===== config.mk =====
export PLATFORM = sky130hd
export DESIGN_NAME = keypad_scan_encoder
export DESIGN_NICKNAME = d
export VERILOG_FILES = /design/src/rtl/keypad_scan_encoder.sv
export SDC_FILE = /design/constraint.sdc
export NUM_CORES = 1
export LEC_CHECK = 0
export BUFFER_PORTS_ARGS = -buffer_cell sky130_fd_sc_hd__buf_2
export CORE_MARGIN = 2
export CORE_UTILIZATION = 66
export CTS_BUF_LIST = sky130_fd_sc_hd__clkbuf_8
export DETAILED_ROUTE_END_ITERATION = 10
export PLACE_DENSITY = 0.83
export SLEW_MARGIN = 0
export SYNTH_ARGS = -nofsm -noshare
export SYNTH_HDL_FRONTEND = slang
export SYNTH_SLANG_ARGS = --single-unit

===== constraint.sdc =====
create_clock -name clk -period 5.6 [get_ports clk]
set_input_delay 1.12 -clock clk [delete_from_list [all_inputs] [get_ports clk]]
set_output_delay 1.12 -clock clk [all_outputs]
set_load 0.02 [all_outputs]

===== src/rtl/keypad_scan_encoder.sv =====
// keypad_scan_encoder: scans a 4x4 keypad, debounces, encodes one key as {col,row} on a valid/ack handshake
// Ports: clk, rst_n (async active-low), row_i[3:0] row sense, col_o[3:0] one-hot column drive,
//        key_code[3:0] reported key, key_valid report pending, key_ack consumer accept, overrun dropped-press pulse
module keypad_scan_encoder #(
  parameter int SCAN_DIV = 4,
  parameter int DEBOUNCE = 3
) (
  input  logic       clk,
  input  logic       rst_n,
  input  logic [3:0] row_i,
  output logic [3:0] col_o,
  output logic [3:0] key_code,
  output logic       key_valid,
  input  logic       key_ack,
  output logic       overrun
);
  localparam int DW = $clog2(SCAN_DIV);
  localparam int CW = $clog2(DEBOUNCE + 1);
  typedef enum logic [1:0] {IDLE, DEB, HELD} state_t;
  state_t state, state_n;
  logic [DW-1:0] div;
  logic [1:0] col;
  logic [15:0] snap;
  logic frame_done, none, accept;
  logic [3:0] cand, stored, stored_n;
  logic [CW-1:0] cnt, cnt_n, run;
  wire div_last = div == DW'(SCAN_DIV - 1);
  assign col_o = 4'b0001 << col;
  assign none = snap == 16'h0;
  always_ff @(posedge clk or negedge rst_n) begin
    if (!rst_n) begin
      div        <= '0;
      col        <= '0;
      snap       <= '0;
      frame_done <= 1'b0;
    end else begin
      div        <= div_last ? '0 : div + 1'b1;
      frame_done <= div_last && col == 2'd3;
      if (div_last) begin
        col                  <= col + 1'b1;
        snap[{col, 2'b00} +: 4] <= row_i;
      end
    end
  end
  // Lowest set snapshot bit wins, so simultaneous keys resolve to the smallest code.
  always_comb begin
    cand = '0;
    for (int i = 15; i >= 0; i--)
      if (snap[i]) cand = 4'(i);
  end
  // A new or changed candidate restarts the match run at one frame.
  assign run = (state == DEB && cand == stored) ? cnt + 1'b1 : CW'(1);
  always_comb begin
    state_n  = state;
    cnt_n    = cnt;
    stored_n = stored;
    accept   = 1'b0;
    if (frame_done) begin
      case (state)
        IDLE, DEB: begin
          if (none) begin
            state_n = IDLE;
            cnt_n   = '0;
          end else begin
            stored_n = cand;
            accept   = run >= CW'(DEBOUNCE);
            state_n  = accept ? HELD : DEB;
            cnt_n    = accept ? '0 : run;
          end
        end
        HELD: begin
          cnt_n   = none ? cnt + 1'b1 : '0;
          state_n = (none && cnt_n == CW'(DEBOUNCE)) ? IDLE : HELD;
          cnt_n   = (state_n == IDLE) ? '0 : cnt_n;
        end
        default: begin
          state_n = IDLE;
          cnt_n   = '0;
        end
      endcase
    end
  end
  always_ff @(posedge clk or negedge rst_n) begin
    if (!rst_n) begin
      state     <= IDLE;
      cnt       <= '0;
      stored    <= '0;
      key_code  <= '0;
      key_valid <= 1'b0;
      overrun   <= 1'b0;
    end else begin
      state     <= state_n;
      cnt       <= cnt_n;
      stored    <= stored_n;
      key_valid <= (accept && !key_valid) ? 1'b1 : key_valid && !key_ack;
      overrun   <= accept && key_valid;
      if (accept && !key_valid) key_code <= stored_n;
    end
  end
endmodule


==> summary.txt <==
Run status
  – Outcome: finished clean

Routing
  – Met2 WL: 2100 um
  – Vias after detailed routing: 1532
  – Routed length on met3: 188 um
  – 1st-iter DRT viols: 106
  – Routed WL: 4200 um
  – DR WL/cell: 17.1 um
  – Drt drc: 0
  – Vias/cell: 6.23
  – Wl on met1: 1780 um
  – TritonRoute pass-1 iters: 5
  – Top sig layer: met4
  – Routed Antenna Nets: 0

Finish
  – Area of the multi-input gates: 961 um^2
  – Layout filler cell count: 191
  – Post-Layout Cell Count: 246
  – Sequential cell area: 876 um^2
  – Post-layout net count: 230
  – Area growth, synth to finish: 10.4%
  – Proportion of layout cells with a drive suffix above 1: 15.8%
  – Diodes inserted: 0

Setup path
  – CP startpoint kind: flop
  – Launch point of the worst path: snap[12]
  – Worst stage delay on the critical path: 760 ps
  – Crit path buf inv count: 0
  – CP Class: flop to flop
  – Cells along the critical path: nor4_1 -> a31oi_1 -> o32a_1 -> nand4bb_4 -> or4_4 -> mux2_4
  – Worst r2r src: snap[12]
  – Critical path capture point type: flop
  – Crit Path Max Fanout: 5
  – CP max stage cell: nor4_1
  – R2r endpoint: key_code[0]
  – FF-to-FF path depth: 6
  – CP arrival: 3110 ps
  – Worst Path Required: 5780 ps
  – R2R Setup Slk: 2670 ps
  – Crit path max-delay family: simple AND/OR/NAND/NOR gates

Pwr
  – Clock network power share: 37.4%
  – NetSw: 0.135 mW
  – PwrDens: 242 mW/mm^2
  – Combinational share of power: 7.9%
  – Internal power: 0.368 mW
  – P_leak: 0.951 nW
  – Seq pwr share: 54.7%
  – Total Power: 0.503 mW
  – Net Sw Frac: 26.8%
  – Worst vdd ir: 0.260 mV

Clock network
  – TritonCTS Sinks: 35
  – Num CTS Buffers: 5
  – Root Driver: clkbuf_8
  – CTS resizes: 0
  – Setup bufs post-CTS: 0
  – Clock Tree Buf Depth: 2
  – Clock-pin slew on the worst setup and hold paths: 80 ps
  – Post-CTS Hold Fix Bufs: 0
  – CTS tree: yes
  – CTS H-tree depth: 2
  – Worst-Skew Late Latency: 290 ps

Place
  – Cell count after placement: 238
  – DP Wirelength: 3030 um
  – # port buffers: 16
  – Gpl congestion: 0.984

GRT
  – Vias in the first global route: 1505
  – Largest net degree at the start of global routing: 36
  – Initial antenna violation count: 0
  – Grt ovf: 0
  – Total track usage: 28.1%
  – Global-route wire length before repair: 6940 um

Timing
  – Clk_skew: 5.84 ps
  – Worst-Margin Slew: 857 ps
  – Fin crit period: 2930 ps
  – Fmax: 341 MHz
  – RSZ-0062 raised after global routing: no
  – # setup viols final: 0
  – Max-slew violation count: 0
  – Slew HR: 42.4%
  – Tcrit/Tclk final: 52.4%
  – Fin. Hold Viols: 0
  – Setup TNS: 0 ps

Logic synthesis
  – Asr flop ratio synth: 100%
  – EDFF count, synth: 0
  – Yosys top cell area share: 46.5%
  – Post-synthesis instance total: 193
  – Post-synthesis cell type count: 41
  – Post-Syn Area: 0.00188 mm^2
  – Synth cell count leaders: 40 x nand2_1, 35 x dfrtp_1, 15 x o21ai_0
  – Synth area leader: dfrtp_1
  – Synth area leaders: dfrtp_1 47%, nand2_1 8.0%, ha_1 6.0%
  – Ys flop type: dfrtp_1
  – Syn_nets: 209
  – Synthesized flop and latch total: 35
  – Syn avg cell area: 9.75 um^2
  – Register area share after synthesis: 46.5%
  – Count leader, synth: nand2_1
  – Synth warnings: 0

Hold path
  – Min-delay src: div[0]
  – Hold path cells: 1
  – Worst hold path class: flop to flop
  – Hold EP: div[0]

Floorplan
  – Core area: 0.00273 mm^2
  – I/O pin total: 17
  – Die area: 0.00329 mm^2
  – Die Wd: 57.4 um
  – Starting Density: 68.8%
  – Die Y-Extent: 57.4 um
  – Row cnt: 19

Job
  – Max Cap Viol: 0
## area by class of cell
class / instances / area share (%)
repair buffers: 16 / 3.85
flip-flops and latches: 35 / 42.1
inverters: 8 / 1.44
clock buffers: 5 / 3.31
well taps: 31 / 1.87
clock inverters: 3 / 1.14
multi-input cells: 148 / 46.2
## how the worst max path moves through the flow
stage                        endpoint  slack, ps  cells after the start
after global placement    key_code[2]       2930                      7
after CTS                 key_code[0]       2730                      6
after global routing      key_code[0]       2610                      7
final                     key_code[0]       2670                      6
after floorplan           key_code[0]       2940                      8
after detailed placement  key_code[0]       2780                      6
## power groups by stage
stage / Clock [mW] / Sequential [mW] / Combinational [mW]
after floorplan: 0 / 0.276 / 0.0271
final: 0.188 / 0.275 / 0.0397
after global placement: 0 / 0.278 / 0.0382
after detailed placement: 0 / 0.279 / 0.0394
after CTS: 0.191 / 0.275 / 0.0398
after global routing: 0.199 / 0.277 / 0.0441
## placed cells by master, fill, tap and decap left out, drive strengths merged, types with 5 or more instances in the layout
cell / count
buf: 16
clkbuf: 5
dfrtp: 35
ha: 9
inv: 9
nand2: 40
nand2b: 7
nor2: 12
nor4: 6
o21ai: 20
o31ai: 5
## metal layers
metal | vias up | global-route usage, %
met5 | - | 0
met4 | 0 | 15.0
met3 | 15 | 5.44
met2 | 58 | 46.4
met1 | 725 | 34.8
li1 | 734 | -
## sequential cells by signal (all words and copies together), names as in the netlist
register / flops
snap: 16
key_code: 4
stored: 4
cnt: 2
col: 2
div: 2
state: 2
frame_done: 1
key_valid: 1
overrun: 1
## kinds of logic after synthesis
group / count (synthesis) / synth area share [%]
and+or+nand+nor: 88 / 24.7
AOI/OAI and AO/OA: 45 / 16.2
DFF: 35 / 46.5
buffers and inverters: 10 / 2.39
adders and majority gates: 9 / 5.98
muxes: 4 / 3.19
xor gates and xnor gates: 2 / 0.931
## through the flow
| step | setup WS (ps) | util (%) | hold WS [ps] | area, um^2 |
|---|---|---|---|---|
| 2_1_floorplan | 2940 | - | 403 | 1880 |
| 3_3_place_gp | 2930 | 72.6 | 415 | 1990 |
| 3_5_place_dp | 2780 | 72.6 | 420 | 1990 |
| 4_1_cts | 2730 | 76.0 | 431 | 2080 |
| 5_1_grt | 2610 | 76.0 | 445 | 2080 |
| 6_report | 2670 | 76.0 | 430 | 2080 |
No activity file was read; power rests on OpenSTA's default activity.
